[config.mk]
export PLATFORM = sky130hd
export DESIGN_NAME = pc_fetch_sequencer_flat
export DESIGN_NICKNAME = d
export VERILOG_FILES = /design/src/rtl/pc_fetch_sequencer_pkg.sv /design/src/rtl/pc_fetch_sequencer_if.sv /design/src/rtl/pc_fetch_sequencer_target_calc.sv /design/src/rtl/pc_fetch_sequencer.sv /design/src/flat_wrapper.sv
export SDC_FILE = /design/constraint.sdc
export NUM_CORES = 1
export LEC_CHECK = 0
export ABC_CLOCK_PERIOD_IN_PS = 2600
export CORE_MARGIN = 5
export CORE_UTILIZATION = 45
export CTS_CLUSTER_DIAMETER = 30
export DETAILED_ROUTE_END_ITERATION = 8
export GPL_ROUTABILITY_DRIVEN = 0
export PLACE_DENSITY_LB_ADDON = 0.12
export SETUP_SLACK_MARGIN = 0.1
export SLEW_MARGIN = 20
export SYNTH_ARGS = -nofsm -noshare
export SYNTH_HDL_FRONTEND = slang
export SYNTH_SLANG_ARGS = --single-unit
[constraint.sdc]
create_clock -name clk -period 2.6 [get_ports clk]
set_input_delay 0.52 -clock clk [delete_from_list [all_inputs] [get_ports clk]]
set_output_delay 0.52 -clock clk [all_outputs]
set_load 0.02 [all_outputs]
[src/rtl/pc_fetch_sequencer_pkg.sv]
// Shared types and constants for the fetch-stage next-PC sequencer.
// Holds the FSM state enum, the redirect record and the default address map.
package pc_ctrl_pkg;

    localparam logic [31:0] DEF_RESET_VEC  = 32'h0000_3000;
    localparam logic [31:0] DEF_LIMIT_ADDR = 32'h0000_307C;

    typedef enum logic [1:0] {BOOT, RUN, STALL, HALT} seq_state_e;

    typedef enum logic [1:0] {NONE, BR, JMP} redir_kind_e;

    // One redirect request: what kind it is and where it goes.
    typedef struct packed {
        redir_kind_e kind;
        logic [31:0] target;
    } redir_t;

    // Fetch addresses are always word aligned.
    function automatic logic [31:0] word_align(input logic [31:0] a);
        return a & 32'hFFFF_FFFC;
    endfunction

endpackage

[src/rtl/pc_fetch_sequencer_if.sv]
// Control/address bundle between the hazard unit, decode, EX and the
// sequencer. master = environment driving redirects, slave = sequencer.
interface pc_fetch_sequencer_if;
    logic        stall;
    logic        br_taken;
    logic [31:0] br_base;
    logic [31:0] br_offset;
    logic        jmp;
    logic [31:0] jmp_pc;
    logic [25:0] jmp_index;
    logic [31:0] pc;
    logic        pc_valid;
    logic        flush_if;
    logic        flush_id;
    logic        redir_pend;
    logic        halted;

    modport master (
        output stall, br_taken, br_base, br_offset, jmp, jmp_pc, jmp_index,
        input  pc, pc_valid, flush_if, flush_id, redir_pend, halted
    );

    modport slave (
        input  stall, br_taken, br_base, br_offset, jmp, jmp_pc, jmp_index,
        output pc, pc_valid, flush_if, flush_id, redir_pend, halted
    );
endinterface

[src/rtl/pc_fetch_sequencer_target_calc.sv]
// Combinational redirect target generation. Produces the live redirect for
// this cycle; a resolved branch outranks a same-cycle jump (wrong path).
module pc_target_calc
    import pc_ctrl_pkg::*;
(
    input  logic        br_taken,
    input  logic [31:0] br_base,
    input  logic [31:0] br_offset,
    input  logic        jmp,
    input  logic [31:0] jmp_pc,
    input  logic [25:0] jmp_index,
    output redir_t      live
);
    logic [31:0] br_tgt;
    logic [31:0] jmp_tgt;
    logic        unused_jmp_lo;

    // Branch add wraps mod 2^32; jump keeps the 256MB region of PC+4.
    assign br_tgt        = word_align(br_base + (br_offset << 2));
    assign jmp_tgt       = {jmp_pc[31:28], jmp_index, 2'b00};
    assign unused_jmp_lo = ^jmp_pc[27:0];

    // Pick this cycle's redirect, branch first.
    always_comb begin
        live = '{kind: NONE, target: '0};
        if (br_taken)
            live = '{kind: BR, target: br_tgt};
        else if (jmp)
            live = '{kind: JMP, target: jmp_tgt};
    end
endmodule

[src/rtl/pc_fetch_sequencer.sv]
// Next-PC sequencer for the fetch stage: owns the PC register, arbitrates
// sequential / branch / jump, parks redirects seen under stall and raises
// IF/ID flush pulses in the cycle the new PC appears.
// Optional build macro PC_HALT_LIMIT_EN: park at LIMIT_ADDR until redirected.
module pc_fetch_sequencer
    import pc_ctrl_pkg::*;
#(
    parameter logic [31:0] RESET_VEC  = DEF_RESET_VEC,
    parameter logic [31:0] LIMIT_ADDR = DEF_LIMIT_ADDR
) (
    input logic                 clk,
    input logic                 rst_n,
    pc_fetch_sequencer_if.slave bus
);
    seq_state_e  state;
    redir_t      pend;
    redir_t      pend_nxt;
    redir_t      live;
    redir_t      apply;
    logic [31:0] pc_q;
    logic [31:0] next_pc;
    logic        pc_valid_q;
    logic        flush_if_q;
    logic        flush_id_q;
    logic        halt_hit;

    pc_target_calc u_calc (
        .br_taken  (bus.br_taken),
        .br_base   (bus.br_base),
        .br_offset (bus.br_offset),
        .jmp       (bus.jmp),
        .jmp_pc    (bus.jmp_pc),
        .jmp_index (bus.jmp_index),
        .live      (live)
    );

    // A parked redirect beats anything arriving in the release cycle.
    always_comb begin
        apply   = (pend.kind != NONE) ? pend : live;
        next_pc = (apply.kind != NONE) ? apply.target : pc_q + 32'd4;
    end

    // Parking rules under stall: branch replaces a parked jump, the first
    // branch is kept, and a jump only lands in an empty slot.
    always_comb begin
        pend_nxt = pend;
        if (live.kind == BR && pend.kind != BR)
            pend_nxt = live;
        else if (live.kind == JMP && pend.kind == NONE)
            pend_nxt = live;
    end

`ifdef PC_HALT_LIMIT_EN
    logic halted_q;
    assign halt_hit   = (pc_q >= LIMIT_ADDR) && (apply.kind == NONE);
    assign bus.halted = halted_q;
`else
    logic unused_limit;
    assign halt_hit     = 1'b0;
    assign unused_limit = ^LIMIT_ADDR;
    assign bus.halted   = 1'b0;
`endif

    assign bus.pc         = pc_q;
    assign bus.pc_valid   = pc_valid_q;
    assign bus.flush_if   = flush_if_q;
    assign bus.flush_id   = flush_id_q;
    assign bus.redir_pend = (pend.kind != NONE);

    // Sequencer FSM: PC register, pending slot and registered pulses.
    always_ff @(posedge clk or negedge rst_n) begin
        if (!rst_n) begin
            state      <= BOOT;
            pc_q       <= RESET_VEC;
            pc_valid_q <= 1'b0;
            flush_if_q <= 1'b0;
            flush_id_q <= 1'b0;
            pend       <= '{kind: NONE, target: '0};
`ifdef PC_HALT_LIMIT_EN
            halted_q   <= 1'b0;
`endif
        end else begin
            flush_if_q <= 1'b0;
            flush_id_q <= 1'b0;
            case (state)
                BOOT: begin
                    state      <= RUN;
                    pc_valid_q <= 1'b1;
                end
                RUN, STALL: begin
                    if (bus.stall) begin
                        pend  <= pend_nxt;
                        state <= STALL;
                    end else if (halt_hit) begin
`ifdef PC_HALT_LIMIT_EN
                        halted_q <= 1'b1;
`endif
                        pc_valid_q <= 1'b0;
                        state      <= HALT;
                    end else begin
                        pc_q       <= word_align(next_pc);
                        flush_if_q <= (apply.kind != NONE);
                        flush_id_q <= (apply.kind == BR);
                        pend       <= '{kind: NONE, target: '0};
                        state      <= RUN;
                    end
                end
`ifdef PC_HALT_LIMIT_EN
                HALT: begin
                    if (live.kind != NONE) begin
                        pc_q       <= word_align(live.target);
                        flush_if_q <= 1'b1;
                        flush_id_q <= (live.kind == BR);
                        pc_valid_q <= 1'b1;
                        halted_q   <= 1'b0;
                        state      <= RUN;
                    end
                end
`endif
                default: state <= RUN;
            endcase
        end
    end
endmodule

[src/flat_wrapper.sv]
// flat-port wrapper written by rule: the top's interface ports become plain ports
module pc_fetch_sequencer_flat import pc_ctrl_pkg::*;
#(
    parameter logic [31:0] RESET_VEC  = DEF_RESET_VEC,
    parameter logic [31:0] LIMIT_ADDR = DEF_LIMIT_ADDR
)
  (clk, rst_n, bus_stall, bus_br_taken, bus_br_base, bus_br_offset, bus_jmp, bus_jmp_pc, bus_jmp_index, bus_pc, bus_pc_valid, bus_flush_if, bus_flush_id, bus_redir_pend, bus_halted);
  pc_fetch_sequencer_if bus_i ();
  input logic clk;
  input logic rst_n;
  input wire logic [$bits(bus_i.stall)-1:0] bus_stall;
  input wire logic [$bits(bus_i.br_taken)-1:0] bus_br_taken;
  input wire logic [$bits(bus_i.br_base)-1:0] bus_br_base;
  input wire logic [$bits(bus_i.br_offset)-1:0] bus_br_offset;
  input wire logic [$bits(bus_i.jmp)-1:0] bus_jmp;
  input wire logic [$bits(bus_i.jmp_pc)-1:0] bus_jmp_pc;
  input wire logic [$bits(bus_i.jmp_index)-1:0] bus_jmp_index;
  output wire logic [$bits(bus_i.pc)-1:0] bus_pc;
  output wire logic [$bits(bus_i.pc_valid)-1:0] bus_pc_valid;
  output wire logic [$bits(bus_i.flush_if)-1:0] bus_flush_if;
  output wire logic [$bits(bus_i.flush_id)-1:0] bus_flush_id;
  output wire logic [$bits(bus_i.redir_pend)-1:0] bus_redir_pend;
  output wire logic [$bits(bus_i.halted)-1:0] bus_halted;
  assign bus_i.stall = bus_stall;
  assign bus_i.br_taken = bus_br_taken;
  assign bus_i.br_base = bus_br_base;
  assign bus_i.br_offset = bus_br_offset;
  assign bus_i.jmp = bus_jmp;
  assign bus_i.jmp_pc = bus_jmp_pc;
  assign bus_i.jmp_index = bus_jmp_index;
  assign bus_pc = bus_i.pc;
  assign bus_pc_valid = bus_i.pc_valid;
  assign bus_flush_if = bus_i.flush_if;
  assign bus_flush_id = bus_i.flush_id;
  assign bus_redir_pend = bus_i.redir_pend;
  assign bus_halted = bus_i.halted;
  pc_fetch_sequencer #(.RESET_VEC(RESET_VEC), .LIMIT_ADDR(LIMIT_ADDR)) u_core (.clk(clk), .rst_n(rst_n), .bus(bus_i));
endmodule
After elaboration in Yosys (flattened, before gate mapping)
Cells that the tools add are included.

Bits in registers: 69. Latch bits: 0. RAM bits: 0. Bits in read-only memories: 0. Bits of input ports: 127. Output and inout bits: 37. Logic and storage cells: 39. Memories kept: 0.

$add $sub $neg: 2. $mul: 0. Div/mod/pow operators: 0. $lt $le $gt $ge: 0. Equality and inequality tests: 7. Shift operators: 0. Multiplexer cells: 13. Bitwise gates (word level): 1. Reductions and logical operators: 9.

Operators by type and width (count): $mux W34 (6); $add A32 B3 Y32 const B (1); $add A32 B32 Y32 (1); $mux W32 (1); $eq A2 B1 Y1 const B (3); $eq A2 B2 Y1 const B (2); $logic_not A2 Y1 (2); $mux W1 (4); $mux W2 (2); $reduce_and A2 Y1 (2); $reduce_bool A2 Y1 (2); $ne A3 B1 Y1 const B (1); $logic_and A1 B1 Y1 (2); $ne A2 B1 Y1 const B (1); $reduce_or A2 Y1 (1); $not A1 Y1 (1).

Logic depth before layout (Yosys ltp)
Gate-level depths: netlist of run 1.

Depth in word-level cells: 7. Gate-level depth with buffers: 12. Depth with buffers taken out: 12.

Hierarchy
Synthesis of run 1 repeated with hierarchy kept, for this count alone.

Cells, all modules: 686. Area, all modules: 5716.7 µm².

By module, submodules not included: pc_fetch_sequencer (times used 1, cells an instance 383, area an instance 3694.8 µm², seq. area each 1679.1 µm²); pc_target_calc (times used 1, cells an instance 303, area an instance 2021.9 µm², seq. area each 0.0 µm²).

Least setup slack after synthesis of run 1
Ideal clock, no wire load.

Path type: input to register. From: in bus_br_offset[0]. To: reg u_core.pc_q[24] (netlist: u_core.bus.pc[24]). Setup time: 0.069 ns. Arrival: 2.597 ns. Data required time: 2.531 ns. Setup slack: -0.066 ns. Stages on the path: 11. Cell sequence: ha_1 > inv_1 > fa_1 > nor2b_1 > o21a_1 > a31o_2 > a21oi_2 > o21ai_1 > a31oi_2 > or4_1 > nand3_1.

Longest elaborated chain between the ends: 4.

RTL lines: start, declared (line flat_wrapper.sv:14) `input wire logic [$bits(bus_i.br_offset)-1:0] bus_br_offset;`; $add A32 B32 Y32 (line pc_fetch_sequencer_target_calc.sv:19) `assign br_tgt = word_align(br_base + (br_offset << 2));`; $mux W34 (line pc_fetch_sequencer_target_calc.sv:26) `if (br_taken)`; $mux W34 (line pc_fetch_sequencer.sv:39) `apply = (pend.kind != NONE) ? pend : live;`; $mux W32 (line pc_fetch_sequencer.sv:40) `next_pc = (apply.kind != NONE) ? apply.target : pc_q + 32'd4;`; end signal, assigned (line pc_fetch_sequencer.sv:101) `pc_q <= word_align(next_pc);`; end, declared (line pc_fetch_sequencer.sv:20) `logic [31:0] pc_q;`.

No other way between the ends. A chain may end at the register's enable or synchronous reset.

Worst setup path after layout of run 1
From: in bus_br_offset[21]. To: reg u_core.pc_q[30] (netlist: u_core.bus.pc[30]).

Same word-level chain as after synthesis.

==> results.py, run 1 <==
metrics = {
    "outcome": {
        "status": "complete, no violations",
    },
    "global_routing": {
        "grt-ovfl-total": 0,
        "grt_usage_pct": 25.8,
        "grt_first_pass_wirelength_um": 30000,
        "grt_pass1_vias": 6027,
        "grt_max_degree": 35,
        "antenna_found_initial": 0,
    },
    "pwr": {
        "power_density_mw_per_mm2": 862,
        "leakage_uw": 0.00365,
        "p_sw_uw": 3170,
        "combPwrFrac_pct": 54.5,
        "seq_power_share_pct": 27.7,
        "internal-power_uw": 4070,
        "p_total_uw": 7240,
        "swShare_pct": 43.8,
        "p_clk_share_pct": 17.8,
        "ir_drop_mv": 0.816,
    },
    "setup_path": {
        "cp.arrival_ps": 2720,
        "path_max_fanout": 3,
        "worst_setup_path_start_kind": "input port",
        "rr_worst_depth": 10,
        "end_kind": "flop",
        "worstPathRequired_ps": 2820,
        "path_class": "in -> reg",
    },
    "synth": {
        "postSynthAreaPerCell_um2": 7.94,
        "synthesis.area_mm2": 0.00524,
        "synth_edf_count": 0,
        "seq_area_frac_synth_pct": 32.1,
        "synth_ff_type": "dfrtp_1",
        "yosys.area.top_type": "dfrtp_1",
        "yosysUniqueCellTypes": 73,
        "ys_seq_elements": 67,
        "synthCells": 660,
        "synth_area_leaders": "dfrtp_1 (31%), ha_1 (7.4%), a21oi_1 (6.9%)",
        "synth_common_cells": "a21oi_1 (72), nand2_1 (72), dfrtp_1 (65)",
        "yosys.area.top_type_share_pct": 31.0,
        "ys_warn_count": 0,
        "async_flop_share_pct": 100,
    },
    "sta": {
        "slew_violations": 0,
        "period_share_pct": 96.4,
        "setup_viol": 0,
        "finalSetupTns_ps": 0,
        "hold_viol_final": 0,
        "setup_ws_ps": 93.7,
        "skew_ps": 7.52,
        "rsz0062_at_grt": "true",
        "max_freq_ghz": 0.399,
        "final.min_clock_period_ps": 2510,
        "whs_ps": 115,
    },
    "cts": {
        "cts.clk_slew.worst_paths_ps": 60,
        "clock_latency_ps": 330,
        "htreeDepth": 3,
        "clockBufferDepth": 2,
        "cts_tree": "yes",
        "cts_root_buf": "clkbuf_16",
        "cts_sinks": 67,
        "cts_buffers": 9,
    },
    "final_layout": {
        "fin_nets": 1038,
        "antennaDiodeCount": 0,
        "fillers": 847,
        "drive_above_1_share_pct": 28.3,
        "syn2layout_area_growth_pct": 60.4,
    },
    "routing": {
        "drc": 0,
        "ant_nets": 0,
        "routedWlPerCell_um": 19.0,
        "vias_per_cell": 6.05,
        "drt_iter0_markers": 807,
        "num_vias": 6210,
        "drt_wl_total_um": 19500,
        "first_pass_iters": 5,
    },
    "floorplan": {
        "die-area_mm2": 0.0139,
        "io_pins": 164,
        "die_h_um": 118,
        "row_count": 39,
        "fp.dieW_um": 118,
        "start_util_pct": 45.9,
        "core_area_mm2": 0.0114,
    },
    "placement": {
        "portBuffers": 128,
        "dp_slack_ps": -698,
        "dp_hpwl_um": 13500,
    },
    "run": {
        "maxCapViolations": 0,
    },
    "worst_hold_path": {
        "hold_class": "in -> async",
    },
}
==> layer usage <==
metal,track usage [%],vias up,part of all wire (%)
li1,-,2881,-
met1,34.2,2974,41
met2,42.6,312,49
met3,4.81,43,8.4
met4,8.24,0,2.2
met5,0,-,0
==> cell families after synthesis <==
kind of cell | share of synthesized area [%]
multiplexers | 0.382
flip-flops | 32.1
other | 0.0716
adder cells (fa/ha/maj) | 7.79
buffers and inverters | 4.25
AO/OA/AOI/OAI | 31.6
XOR/XNOR | 4.51
AND/OR/NAND/NOR | 19.3
==> final timing paths <==
path,startpoint,end,slack (ps)
worst max register to register,u_core.bus.pc[2]$_DFFE_PN0P_,u_core.bus.pc[30]$_DFFE_PN0P_,270
worst min-delay path,rst_n,u_core.bus.pc[2]$_DFFE_PN0P_,110
worst min register to register,u_core.bus.pc_valid$_DFFE_PN0N_,u_core.bus.pc_valid$_DFFE_PN0N_,470
worst max-delay path,bus_br_offset[21],u_core.bus.pc[30]$_DFFE_PN0P_,90
min in group clk,u_core.bus.pc_valid$_DFFE_PN0N_,u_core.bus.pc_valid$_DFFE_PN0N_,470
max in group asynchronous,rst_n,u_core.bus.pc[19]$_DFFE_PN0P_,1890
==> through the flow <==
step / utilization, % / cell area, µm² / std cells
6_report: 73.6 / 8400 / 1027
5_1_grt: 73.6 / 8400 / 1027
4_1_cts: 70.1 / 8000 / 1021
3_5_place_dp: 64.3 / 7350 / 988
3_3_place_gp: 64.3 / 7350 / 988
2_1_floorplan: - / 5310 / 662
==> cells in the final DEF (no fill, tap or decap), types with 9 or more instances in the layout <==
master           Yosys  routed
buf_6                0       9
a21oi_2              3      14
ha_4                 0      17
a31oi_1             13      12
nor3_1              19      18
o21ai_1             10      16
buf_4                3     109
dlymetal6s2s_1       0      17
a21oi_1             72      56
nand2_1             72      69
xnor2_1             13      11
clkdlybuf4s50_1      0      89
nor2_1              59      54
nand3_1             30      27
clkbuf_16            0       9
a32oi_1             12      12
a22oi_1             17      13
inv_1               12       9
a21o_1              15      15
xor2_1              14       9
dfrtp_1             65      65
o21ai_0             61      51
ha_1                31      13
==> sequential cells by signal, summed over array words and instances (netlist names) <==
signal / flops
u_core.bus.pc: 30
u_core.bus.flush_id: 1
u_core.bus.flush_if: 1
u_core.state: 2
u_core.pend: 32
u_core.bus.pc_valid: 1
==> layout make-up <==
cell class                 instances  area (µm²)  area share [%]
clock buffer                      11         233            2.77
clock inverter                     5        77.6           0.923
multi-input combinational        542        3960            47.2
inverter                          13        48.8           0.581
timing repair buffer             246        2220            26.5
sequential                        67        1680            20.0
tap                              143         179            2.13
==> power groups by stage <==
| stage | Clock, µW | Combinational [µW] | Sequential [µW] |
|---|---|---|---|
| final | 1290 | 3950 | 2000 |
| after global routing | 1330 | 4280 | 2070 |
| after CTS | 1290 | 3760 | 1990 |
| after detailed placement | 0 | 3640 | 2000 |
| after global placement | 0 | 3550 | 1970 |
| after floorplan | 0 | 1910 | 2130 |
==> critical path: stages <==
cell and delay (ps):
clkdlybuf4s50_1 410, ha_1 330, and3_1 240, a31oi_1 190
o211ai_1 150, a21oi_4 190, o21ai_2 80, a21oi_2 180
xor2_2 110, o311ai_1 320
==> timing repair <==
| action | CTS | global route |
|---|---|---|
| resized for setup | 88 | 105 |
| setup buffers | 17 | 7 |
| hold buffers | 0 | 0 |
| cloned | 0 | 0 |
| endpoints found under the setup margin | 45 | 39 |
| pin swaps | 54 | 76 |
Note: power is estimated with default switching activity, not from simulation.
==> run 2, diff against run 1 <==
--- a/config.mk
+++ b/config.mk
@@ -12,2 +12,3 @@
 export DETAILED_ROUTE_END_ITERATION = 8
+export DONT_BUFFER_PORTS = 1
 export GPL_ROUTABILITY_DRIVEN = 0
==> constraint.sdc (replaced) <==
create_clock -name clk -period 2.6 [get_ports clk]
set_input_delay 0.39 -clock clk [delete_from_list [all_inputs] [get_ports clk]]
set_output_delay 0.39 -clock clk [all_outputs]
set_load 0.02 [all_outputs]
==> run 2 against run 1 <==
Compared with the run above: final area shrank 27%; wire length is 14% lower; sequential share of layout area increased by 7.5 points; critical endpoint is now u_core.bus.pc[19]$_DFFE_PN0P_; first-iteration DRC count shrank 39%; flip-flop and latch count unchanged; combinational power down 20%; highest routed layer unchanged; critical path type unchanged; core utilization is 20 points lower.
==> results.py, run 2 (same netlist as run 1, synthesis figures left out) <==
metrics = {
    "outcome": {
        "status": "complete, no violations",
    },
    "sta": {
        "period_share_pct": 90.0,
        "max_freq_ghz": 0.427,
        "rsz0062_at_grt": "false",
        "worst_pin_slew_ps": 637,
        "final.min_clock_period_ps": 2340,
        "slew_headroom_pct": 57.3,
        "hold_viol_final": 0,
        "slew_violations": 0,
        "setup_viol": 0,
        "skew_ps": 5.05,
    },
    "worst_hold_path": {
        "min_from": "bus_stall",
        "worstHoldEndpoint": "u_core.state[0]$_DFF_PN0_",
        "hold_depth": 1,
        "hold_class": "in -> reg",
    },
    "setup_path": {
        "end_kind": "flop",
        "worst_setup_path_start_kind": "input port",
        "path_max_fanout": 4,
        "path_class": "in -> reg",
        "r2r_end": "u_core.bus.pc[30]$_DFFE_PN0P_",
        "cp.arrival_ps": 2550,
        "rr_worst_depth": 8,
        "worstPathRequired_ps": 2810,
        "r2r_setup_slack_ps": 310,
        "r2r-start": "u_core.bus.pc[12]$_DFFE_PN1P_",
    },
    "global_routing": {
        "grt_pass1_vias": 5143,
        "grt-ovfl-total": 0,
        "grt_usage_pct": 23.4,
        "grt_first_pass_wirelength_um": 26800,
        "grt_max_degree": 68,
        "antenna_found_initial": 0,
    },
    "routing": {
        "drc": 0,
        "ant_nets": 0,
        "num_vias": 5328,
        "drt_wl_total_um": 16900,
        "routedWlPerCell_um": 19.9,
        "drt_iter0_markers": 493,
        "first_pass_iters": 5,
        "vias_per_cell": 6.28,
    },
    "floorplan": {
        "io_pins": 164,
        "fp.dieW_um": 118,
        "die-area_mm2": 0.0139,
        "row_count": 39,
        "core_area_mm2": 0.0114,
        "start_util_pct": 45.9,
        "die_h_um": 118,
    },
    "cts": {
        "cts_tree": "yes",
        "clock_latency_ps": 330,
        "cts_root_buf": "clkbuf_16",
        "cts_buffers": 9,
        "clockBufferDepth": 2,
        "cts_sinks": 67,
        "cts.clk_slew.worst_paths_ps": 60,
        "htreeDepth": 3,
    },
    "final_layout": {
        "final_util_pct": 53.5,
        "fillers": 1070,
        "final_cells": 848,
        "fin_nets": 859,
        "seq_area_mm2": 0.00168,
        "final_cell_mix": "nand2_1 (72), a21oi_1 (72), buf_4 (64), dfrtp_1 (64), o21ai_0 (61)",
        "antennaDiodeCount": 0,
        "largest_reg_flops": 32,
        "syn2layout_area_growth_pct": 16.6,
        "largest_register": "u_core.pend",
        "multi_input_area_mm2": 0.00338,
        "drive_above_1_share_pct": 16.5,
    },
    "placement": {
        "portBuffers": 0,
        "dp_hpwl_um": 12300,
        "place_inst": 830,
    },
    "run": {
        "maxCapViolations": 0,
    },
    "pwr": {
        "ir_drop_mv": 0.813,
        "power_density_mw_per_mm2": 1030,
        "leakage_uw": 0.00264,
    },
}
## run 2: power breakdown
part / internal [µW] / switching [µW] / leakage (µW)
Combinational: 1160 / 2020 / 0.00165
Clock: 669 / 478 / 0.000130
Sequential: 1530 / 469 / 0.000854
## run 2: how the worst max path moves through the flow
| stage | cells past startpoint | startpoint | end | slack, ps |
|---|---|---|---|---|
| 4_1_cts | 10 | bus_br_offset[10] | u_core.bus.pc[19]$_DFFE_PN0P_ | 210 |
| 6_report | 10 | bus_br_offset[10] | u_core.bus.pc[19]$_DFFE_PN0P_ | 260 |
| 5_1_grt | 11 | bus_br_offset[10] | u_core.bus.pc[29]$_DFFE_PN0P_ | 80 |
| 2_1_floorplan | 10 | bus_br_offset[4] | u_core.bus.pc[19]$_DFFE_PN0P_ | 110 |
| 3_5_place_dp | 10 | bus_br_offset[10] | u_core.bus.pc[19]$_DFFE_PN0P_ | -130 |
| 3_3_place_gp | 10 | bus_br_offset[10] | u_core.bus.pc[19]$_DFFE_PN0P_ | -90 |
## run 2: repair_timing
item | CTS | global route
endpoints found under the hold margin | 67 | 0
resized for setup | 0 | 6
setup endpoints to repair | 0 | 8
hold buffers | 2 | 0
buffers inserted | 0 | 0
## run 2: area by class of cell
cell class | instances | area share (%)
multi-input combinational | 542 | 55.4
clock buffer | 10 | 3.91
clock inverter | 6 | 0.676
timing repair buffer | 67 | 8.81
sequential | 67 | 27.5
tap | 143 | 2.93
inverter | 13 | 0.799
## run 2: metrics by stage
step / total power (µW) / hold WS (ps) / worst slack (ps) / setup TNS (ps) / instance area, µm²
after floorplan: 4030 / 94.4 / 107 / 0 / 5250
after global placement: 5030 / 96.4 / -89.0 / -350 / 5760
after detailed placement: 5100 / 96.4 / -133 / -718 / 5760
after CTS: 6280 / 183 / 213 / 0 / 6080
after global routing: 6760 / 203 / 82.5 / 0 / 6110
final: 6320 / 191 / 259 / 0 / 6110
## run 2: layer usage
metal | up-vias | share of wire (%) | GRT usage, %
li1 | 2523 | - | -
met3 | 16 | 7.9 | 4.66
met4 | 0 | 1.7 | 7.10
met1 | 2564 | 44 | 31.9
met2 | 225 | 46 | 37.6
met5 | - | 0 | 0
## run 2: critical path, stage by stage
cell and delay (ps):
ha_1 320, a21oi_1 140, o21ai_0 100, or3_1 390, o2111ai_2 230, nand2b_2 90
a221o_1 370, a21oi_2 190, xor2_2 230, o21ai_1 110
